## config.mk

```make
export PLATFORM = sky130hd
export DESIGN_NAME = tick_debouncer
export DESIGN_NICKNAME = d
export VERILOG_FILES = /design/src/rtl/db_pkg.sv /design/src/rtl/sync_2ff.sv /design/src/rtl/tick_debouncer.sv
export SDC_FILE = /design/constraint.sdc
export NUM_CORES = 1
export LEC_CHECK = 0
export CORE_AREA = 2 2 39 41
export CTS_BUF_LIST = sky130_fd_sc_hd__clkbuf_16
export CTS_CLUSTER_SIZE = 28
export DETAILED_ROUTE_END_ITERATION = 16
export DIE_AREA = 0 0 41 43
export PLACE_DENSITY = 0.44
export RECOVER_POWER = 100
export SYNTH_ARGS = -nofsm -noshare
export SYNTH_HDL_FRONTEND = slang
export SYNTH_HIERARCHICAL = 1
export SYNTH_SLANG_ARGS = --single-unit
```

## constraint.sdc

```tcl
create_clock -name clk -period 1.5 [get_ports clk]
set_input_delay 0.3 -clock clk [delete_from_list [all_inputs] [get_ports clk]]
set_output_delay 0.3 -clock clk [all_outputs]
set_load 0.01 [all_outputs]
```

## src/rtl/db_pkg.sv

```systemverilog
// Shared types for the tick-based input debouncer.
`timescale 1ns/1ps
package db_pkg;

    typedef enum logic [1:0] {
        ZERO  = 2'd0,
        WAIT1 = 2'd1,
        ONE   = 2'd2,
        WAIT0 = 2'd3
    } db_state_t;

    // Debounced level seen from outside: high once ONE is reached, until ZERO is re-entered.
    function automatic logic level_of(input db_state_t s);
        return (s == ONE) || (s == WAIT0);
    endfunction

endpackage

```

## src/rtl/sync_2ff.sv

```systemverilog
// Two-flop synchroniser for one asynchronous pin input; both flops clear on reset.
`timescale 1ns/1ps
module sync_2ff (
    input  logic clk,
    input  logic rst,
    input  logic d,
    output logic q
);

    logic meta;

    always_ff @(posedge clk) begin
        if (rst) begin
            meta <= 1'b0;
            q    <= 1'b0;
        end else begin
            meta <= d;
            q    <= meta;
        end
    end

endmodule

```

## src/rtl/tick_debouncer.sv

```systemverilog
// Debounces one raw switch input against the clock-enable tick; clean level plus edge pulses.
// Optional DB_FALL_TICK_EN adds the db_fall port and its one-cycle release pulse.
`timescale 1ns/1ps
module tick_debouncer
    import db_pkg::*;
#(
    parameter int STABLE_TICKS = 4
) (
    input  logic clk,
    input  logic rst,
    input  logic tick,
    input  logic sw,
    output logic db_level,
    output logic db_rise
`ifdef DB_FALL_TICK_EN
    ,
    output logic db_fall
`endif
);

    localparam int CW = $clog2(STABLE_TICKS + 1);
    localparam logic [CW-1:0] CNT_LAST = CW'(STABLE_TICKS - 1);

    generate
        if (STABLE_TICKS < 1) begin : g_bad_param
            $error("tick_debouncer: STABLE_TICKS must be >= 1");
        end
    endgenerate

    logic          sw_s;
    db_state_t     state, state_n;
    logic [CW-1:0] cnt, cnt_n;
    logic          rise_n;
`ifdef DB_FALL_TICK_EN
    logic          fall_n;
`endif

    sync_2ff u_sync (
        .clk (clk),
        .rst (rst),
        .d   (sw),
        .q   (sw_s)
    );

    // A mismatch on sw_s aborts the wait before any coincident tick is considered.
    always_comb begin
        state_n = state;
        cnt_n   = cnt;
        rise_n  = 1'b0;
`ifdef DB_FALL_TICK_EN
        fall_n  = 1'b0;
`endif
        unique case (state)
            ZERO: begin
                if (sw_s) begin
                    state_n = WAIT1;
                    cnt_n   = '0;
                end
            end
            WAIT1: begin
                if (!sw_s) begin
                    state_n = ZERO;
                    cnt_n   = '0;
                end else if (tick) begin
                    if (cnt == CNT_LAST) begin
                        state_n = ONE;
                        cnt_n   = '0;
                        rise_n  = 1'b1;
                    end else begin
                        cnt_n = cnt + CW'(1);
                    end
                end
            end
            ONE: begin
                if (!sw_s) begin
                    state_n = WAIT0;
                    cnt_n   = '0;
                end
            end
            WAIT0: begin
                if (sw_s) begin
                    state_n = ONE;
                    cnt_n   = '0;
                end else if (tick) begin
                    if (cnt == CNT_LAST) begin
                        state_n = ZERO;
                        cnt_n   = '0;
`ifdef DB_FALL_TICK_EN
                        fall_n  = 1'b1;
`endif
                    end else begin
                        cnt_n = cnt + CW'(1);
                    end
                end
            end
            default: begin
                state_n = ZERO;
                cnt_n   = '0;
            end
        endcase
    end

    always_ff @(posedge clk) begin
        if (rst) begin
            state    <= ZERO;
            cnt      <= '0;
            db_level <= 1'b0;
            db_rise  <= 1'b0;
`ifdef DB_FALL_TICK_EN
            db_fall  <= 1'b0;
`endif
        end else begin
            state    <= state_n;
            cnt      <= cnt_n;
            db_level <= level_of(state_n);
            db_rise  <= rise_n;
`ifdef DB_FALL_TICK_EN
            db_fall  <= fall_n;
`endif
        end
    end

endmodule
```

## Yosys cells after proc, flatten, opt, wreduce, memory -nomap -nowiden

Cells that the tools add are included.

| word-level totals | value |
|---|---|
| output and inout port bits | 2 |
| flip-flop bits (word level) | 9 |
| input port bits | 4 |

| operators by class | value |
|---|---|
| $add $sub $neg | 1 |
| eq/ne operators | 8 |
| reduce and logical (&&, ||, !) cells | 4 |
| mux-type cells | 17 |
| bitwise logic cells | 3 |

Operators with widths:

| operator | number |
|---|---|
| 3-bit two-way mux | 6 |
| 2-bit two-way mux | 8 |
| 3-bit case mux with 4 select lines | 1 |
| 2-bit == test (second input constant) | 4 |
| 2-bit case mux with 4 select lines | 1 |
| 4-bit OR reduction | 1 |
| 3-bit by 1-bit adder with 3-bit output (second input constant) | 1 |
| 3-bit by 2-bit == test with 1-bit output (second input constant) | 1 |
| 1-bit NOT | 3 |
| 2-bit by 1-bit == test with 1-bit output (second input constant) | 1 |
| 2-bit zero test | 1 |
| 2-bit by 1-bit inequality test with 1-bit output (second input constant) | 1 |
| 2-bit inequality test (second input constant) | 1 |
| 2-bit AND reduction | 1 |
| 1-bit logical OR | 1 |
| 1-bit two-way mux | 1 |

## Logic depth before layout (Yosys ltp)

Gate-level depths: netlist of run 1.

| depth | value |
|---|---|
| depth in word-level cells | 7 |
| mapped depth | 4 |

## Hierarchy

The synthesis of run 1 kept the hierarchy.

By module, submodules not included:

| module | times used | area an instance (µm²) | seq. area each (µm²) | cells each |
|---|---|---|---|---|
| tick_debouncer | 1 | 299.0 | 120.1 | 32 |
| sync_2ff | 1 | 52.6 | 40.0 | 4 |

## Worst setup path before layout of run 1

Ideal clock, no wire load.

| timing | value |
|---|---|
| kind | reg-to-reg |
| start | register, netlist name db_level |
| end | register cnt[0] |
| path slack | 320 ps |
| arrival time | 1,118 ps |
| setup time | 62 ps |
| stages on the path, launching flop included | 4 |
| required time | 1,438 ps |
| path buffers | 0 |
| cell sequence | dfxtp_1 -> xor2_1 -> or4b_1 -> nand3_1 |

RTL lines:

| item | RTL line | text |
|---|---|---|
| end signal: assignment | tick_debouncer.sv:114 | `cnt <= cnt_n;` |
| end: declaration | tick_debouncer.sv:32 | `logic [CW-1:0] cnt, cnt_n;` |

## Worst setup path after layout of run 1

| timing | value |
|---|---|
| start | register db_level |
| end | output port db_level |

RTL lines:

| item | RTL line | text |
|---|---|---|
| start: declaration | tick_debouncer.sv:13 | `output logic db_level,` |
| start signal: assignment | tick_debouncer.sv:115 | `db_level <= level_of(state_n);` |

No word-level cell between the ends.

==> results.txt, run 1 <==
----------------------------------------------------
[Outcome]
  Result of the run ... complete, no violations

[Logic synthesis]
  Synth top area share ... 45.55%
  Cells after synthesis ... 36
  Post-synth design cell area ... 351.6 sq um
  Number of library cell types mapped by synthesis ... 20
  Fraction of registers with async set or reset after synthesis ... 0%
  Synth area leaders ... sky130_fd_sc_hd__dfxtp_1 46%, sky130_fd_sc_hd__nor4bb_1 8.5%, sky130_fd_sc_hd__nand3_1 4.3%
  Largest area contributor in the netlist ... sky130_fd_sc_hd__dfxtp_1
  Yosys warns ... 6
  Flip-flop cell with the highest count after synthesis ... sky130_fd_sc_hd__dfxtp_1
  Flip-flop and latch count after synthesis ... 8
  Post-synthesis sequential area ratio ... 45.55%
  Most repeated cell in the gate-level netlist after synthesis ... sky130_fd_sc_hd__dfxtp_1
  Count of flip-flops with a built-in enable after synthesis ... 0
  Leading post-synthesis cells by instance count ... 8 x sky130_fd_sc_hd__dfxtp_1, 3 x sky130_fd_sc_hd__nand2_1, 3 x sky130_fd_sc_hd__nand3_1, 3 x sky130_fd_sc_hd__nor4bb_1
  Post-Synthesis Net Count ... 41
  Mean Syn Cell Area ... 9.766 sq um

[Placement]
  Port Buffers ... 5
  Gpl congestion ... 0.7217
  Detailed placer's ending HPWL ... 490.5 um
  Area after DPL ... 431.7 sq um

[Routing]
  Met3 wire length ... 45 um
  Residual DRC count ... 0
  Highest metal layer with signal wires ... met4
  Drt pass-1 iters ... 4
  Number of design-rule violations left by the first detailed-router iteration ... 5
  Via count ... 293
  Number of nets with antenna violations after routing ... 0
  M1 wire length ... 327 um
  Routed via count divided by cell count ... 4.803
  Final WL ... 696 um
  WL per Instance ... 11.41 um
  Met2 wirelength from detailed routing ... 317 um

[Layout]
  Layout cells sized above 1 ... 11.11%
  Count of antenna diodes in the layout ... 0
  Post-layout net count ... 52
  Utilization of the core after routing ... 36.35%
  Area Growth Syn to Fin ... 43.06%
  Final Cell Area ... 503.0 sq um

[STA]
  F_max ... 0.6787 GHz
  Pin slew with the least headroom to its limit ... 0.5334 ns
  RSZ-0062 raised after global routing ... false
  Smallest hold slack ... 0.4315 ns
  Slew margin rel. ... 64.32%
  Clock tree skew after final layout ... 0.002495 ns
  Number of max-slew violations in the final report ... 0
  Accumulated negative setup slack ... 0 ns
  Total setup violations reported at the end of the flow ... 0
  Final Critical Period ... 1.473 ns
  Final Hold Violating Endpoints ... 0
  Fin crit share ... 98.22%

[Setup path]
  Flop-to-flop setup slack ... 0.27 ns
  Worst stage delay on the critical path ... 0.57 ns
  Critical-path top delay cell ... sky130_fd_sc_hd__clkdlybuf4s50_1
  WS Path Type ... register to primary output
  Launching point of the worst reg2reg path ... db_level
  Critical path peak fanout ... 4
  Cell family with most CP delay ... buffers and inverters
  Worst reg2reg path endpoint ... cnt[0]
  Crit path capture type ... primary output
  Crit. path cell count ... 1
  Type of element launching the critical path ... register
  Number of cells traversed by the worst register-to-register path ... 3
  CP arrival ... 1.17 ns
  List of cells traversed by the critical path ... clkdlybuf4s50_1
  Worst Path Buf+Inv ... 1
  WP data required ... 1.20 ns

[Global route]
  Global route total overflow ... 0
  Largest net degree at the start of global routing ... 10
  Initial antenna violation count ... 0
  Vias in the first global route ... 281
  Overall global routing resource usage ... 10.28%
  First-pass GRT wire length ... 1145 um

[Floorplanning]
  Number of top-level design ports ... 6
  Number of cell rows ... 14
  Die H ... 43 um
  Initial Util ... 25.41%
  Area of the core ... 1384 sq um
  Die W ... 41 um
  Floorplan die area ... 1763 sq um

[Clock network]
  Clock H-tree levels ... 1
  Num CTS Buffers ... 3
  Number of buffers added for setup after CTS ... 0
  Post-CTS sizing ... 0
  CTS Root Buffer Type ... sky130_fd_sc_hd__clkbuf_16
  Post-CTS clock slew at the launch and capture registers of the worst setup and hold paths ... 0.03 ns
  Buffer levels on the longest clock path ... 2
  CTS tree ... built
  Later-pin clock latency in the skew report ... 0.23 ns
  Count of clock tree sinks ... 8
  Hold buffer count at CTS ... 0

[Min path]
  End point of the worst hold path ... u_sync/q
  HP Class ... register to register
  Number of instances on the worst hold path ... 1
  Startpoint of the worst hold path ... u_sync/meta

[Pwr]
  Design Power ... 687.2 uW
  Net Switching ... 112.9 uW
  Clk pwr share ... 64.4%
  Gate power share ... 3.6%
  Cell area power density ... 1366 nW/um^2
  Peak ir drop on the vdd network ... 0.0007037 V
  Reported leakage power ... 0.0002017 uW
  Portion of total power attributed to sequential cells ... 32.0%
  Internal Pwr Total ... 574.4 uW
  Switching fraction of total power ... 16.43%

[Run]
  Max-Cap Viols ... 0

----------------------------------------------------
worst max-delay path by stage:
| stage | from | to |
|---|---|---|
| after global routing | db_level | db_level |
| after detailed placement | rst | cnt[0] |
| final | db_level | db_level |
| after global placement | rst | cnt[0] |
| after CTS | db_level | db_level |
| after floorplan | db_level | cnt[0] |
registers in the layout (all words and copies together), names as in the netlist:
register,cells
db_rise,1
u_sync/meta,1
cnt,3
db_level,1
u_sync/q,1
state,1
routing by layer:
metal / GRT usage (%) / vias to the layer above
li1: - / 150
met1: 13.03 / 135
met2: 12.19 / 6
met3: 4.188 / 2
met4: 10.00 / 0
met5: 0 / -
layout by cell type (no fill, tap or decap), types with 2 or more instances in the layout:
master / instances
sky130_fd_sc_hd__nor2_1: 2
sky130_fd_sc_hd__dlygate4sd3_1: 2
sky130_fd_sc_hd__nor4bb_1: 3
sky130_fd_sc_hd__nor2b_1: 2
sky130_fd_sc_hd__clkbuf_16: 3
sky130_fd_sc_hd__clkdlybuf4s50_1: 3
sky130_fd_sc_hd__nand3_1: 3
sky130_fd_sc_hd__nand2_1: 3
sky130_fd_sc_hd__nand2b_1: 2
sky130_fd_sc_hd__dfxtp_1: 8
through the flow:
step	worst slack [ns]	std cells
after floorplan	0.3196	36
after global placement	0.05742	58
after detailed placement	0.01173	58
after CTS	0.02120	61
after global routing	0.009490	61
final	0.02668	61
logic make-up after synthesis:
group / share of synthesized area, %
fa+ha+maj: 3.558
compound gates: 5.336
simple gates: 37.72
xor+xnor: 2.492
buf+inv: 2.489
mux: 2.847
flops: 45.55
power by group through the flow:
stage | clock network, uW | registers (uW) | logic [uW]
after CTS | 456 | 220 | 26.2
after global routing | 461 | 220 | 27.4
after detailed placement | 0 | 223 | 26.2
after global placement | 0 | 223 | 25.2
after floorplan | 0 | 222 | 11.2
final | 443 | 220 | 24.7
final cells by class:
cell class	instances	area [sq um]
Fill cell	133	880.8
Timing Repair Buffer	7	61.31
Multi-Input combinational cell	26	182.7
Tap cell	16	20.02
Clock buffer	3	75.07
Sequential cell	8	160.2
Inverter	1	3.754
Power figures use the tool's default switching activity.
==> inputs of run 2 (changes only) <==
--- a/config.mk
+++ b/config.mk
@@ -5,13 +5,14 @@
 export SDC_FILE = /design/constraint.sdc
 export NUM_CORES = 1
 export LEC_CHECK = 0
-export CORE_AREA = 2 2 39 41
+export CORE_AREA = 4 4 41 43
 export CTS_BUF_LIST = sky130_fd_sc_hd__clkbuf_16
 export CTS_CLUSTER_SIZE = 28
 export DETAILED_ROUTE_END_ITERATION = 16
-export DIE_AREA = 0 0 41 43
+export DIE_AREA = 0 0 45 47
 export PLACE_DENSITY = 0.44
 export RECOVER_POWER = 100
+export SKIP_CTS_REPAIR_TIMING = 1
 export SYNTH_ARGS = -nofsm -noshare
 export SYNTH_HDL_FRONTEND = slang
 export SYNTH_HIERARCHICAL = 1
==> results.txt, run 2 (synthesis results as in run 1) <==
----------------------------------------------------
[Placement]
  Port Buffers ... 5
  Gpl congestion ... 0.7085

[Min path]
  Number of instances on the worst hold path ... 1
  HP Class ... register to register

[Global route]
  Global route total overflow ... 0
  First-pass GRT wire length ... 1414 um
  Overall global routing resource usage ... 9.580%
  Initial antenna violation count ... 0
  Largest net degree at the start of global routing ... 10
  Vias in the first global route ... 337

[Clock network]
  CTS tree ... built
  Later-pin clock latency in the skew report ... 0.23 ns
  Buffer levels on the longest clock path ... 2
  Post-CTS clock slew at the launch and capture registers of the worst setup and hold paths ... 0.03 ns
  CTS Root Buffer Type ... sky130_fd_sc_hd__clkbuf_16
  Num CTS Buffers ... 3
  Count of clock tree sinks ... 8
  Clock H-tree levels ... 1

[Floorplanning]
  Number of cell rows ... 13
  Number of top-level design ports ... 6
  Area of the core ... 1301 sq um
  Initial Util ... 27.02%
  Die W ... 45 um
  Die H ... 47 um
  Floorplan die area ... 2115 sq um

[Routing]
  Residual DRC count ... 0
  Final WL ... 719 um
  Routed via count divided by cell count ... 4.917
  WL per Instance ... 11.98 um
  Via count ... 295
  Number of nets with antenna violations after routing ... 0
  Number of design-rule violations left by the first detailed-router iteration ... 1
  Drt pass-1 iters ... 3

[Setup path]
  CP arrival ... 1.05 ns
  WP data required ... 1.20 ns
  Critical-path top delay cell ... sky130_fd_sc_hd__clkdlybuf4s50_1
  Critical path peak fanout ... 1
  Worst stage delay on the critical path ... 0.52 ns
  Crit. path cell count ... 1
  Number of cells traversed by the worst register-to-register path ... 3
  Type of element launching the critical path ... register
  Worst Path Buf+Inv ... 1
  Cell family with most CP delay ... buffers and inverters
  Crit path capture type ... primary output
  WS Path Type ... register to primary output
  List of cells traversed by the critical path ... clkdlybuf4s50_1

[Pwr]
  Cell area power density ... 1384 nW/um^2
  Design Power ... 689.1 uW
  Reported leakage power ... 0.0001938 uW
  Peak ir drop on the vdd network ... 0.0004958 V

[STA]
  Number of max-slew violations in the final report ... 0
  RSZ-0062 raised after global routing ... false
  F_max ... 0.7388 GHz
  Slew margin rel. ... 64.23%
  Total setup violations reported at the end of the flow ... 0
  Fin crit share ... 90.24%
  Final Critical Period ... 1.354 ns
  Smallest hold slack ... 0.4345 ns
  Accumulated negative setup slack ... 0 ns
  Pin slew with the least headroom to its limit ... 0.5347 ns
  Clock tree skew after final layout ... 0.002536 ns
  Final Hold Violating Endpoints ... 0

[Outcome]
  Result of the run ... complete, no violations

[Layout]
  Top reg by flops ... cnt
  Count of antenna diodes in the layout ... 0
  Area Growth Syn to Fin ... 41.64%
  Most frequent standard cell in the layout excluding fill and tap cells ... sky130_fd_sc_hd__dfxtp_1
  Post-layout net count ... 52
  Layout cells sized above 1 ... 8.889%
  Largest register FFs ... 3
  Register Area ... 160.2 sq um
  Fill cells ... 145
  Area of the multi-input gates ... 182.7 sq um

[Run]
  Max-Cap Viols ... 0

----------------------------------------------------
## run 2: path summary, 6_finish.rpt
kind               start  slack, ns        to
max reg2reg     db_level       0.27    cnt[0]
min reg2reg  u_sync/meta       0.43  u_sync/q
min          u_sync/meta       0.43  u_sync/q
max              db_rise       0.15   db_rise
## run 2: per-layer routing
layer | share of wire [%] | track usage [%] | wire length, um | up-vias
met5 | 0 | 0 | 0 | -
met4 | 1.3 | 7.018 | 9 | 0
met3 | 6.0 | 4.598 | 43 | 2
met2 | 45 | 14.12 | 327 | 7
met1 | 47 | 10.76 | 339 | 136
li1 | - | - | - | 150
## run 2: report_power, final
group	switching [uW]	leakage (uW)	internal, uW	total [uW]
clock	102	0.0000370	343	446
combinational	11.0	0.0000919	12.8	23.8
sequential	2.51	0.0000649	217	220
total	116	0.000194	573	689
## run 2: final cells by class
type | instances | area share [%]
multi-input cells | 26 | 36.68
flip-flops and latches | 8 | 32.16
clock buffers | 3 | 15.08
repair buffers | 7 | 11.56
well taps | 15 | 3.769
inverters | 1 | 0.7538
## run 2: stage by stage
step	cells	setup WS, ns	area, sq um	utilization [%]
after floorplan	36	0.3196	351.6	-
after global placement	57	0.04937	430.4	33.08
after detailed placement	57	-0.008594	430.4	33.08
after CTS	60	0.03565	505.5	38.85
after global routing	60	0.05688	498.0	38.27
final	60	0.1464	498.0	38.27
==> inputs of run 3 (changes only) <==
--- a/config.mk
+++ b/config.mk
@@ -5,6 +5,7 @@
 export SDC_FILE = /design/constraint.sdc
 export NUM_CORES = 1
 export LEC_CHECK = 0
+export ABC_CLOCK_PERIOD_IN_PS = 1500
 export CORE_AREA = 4 4 41 43
 export CTS_BUF_LIST = sky130_fd_sc_hd__clkbuf_16
 export CTS_CLUSTER_SIZE = 28
==> results of run 3 <==
Same layout as run 2: the final DEF is identical, and so are final timing and power.
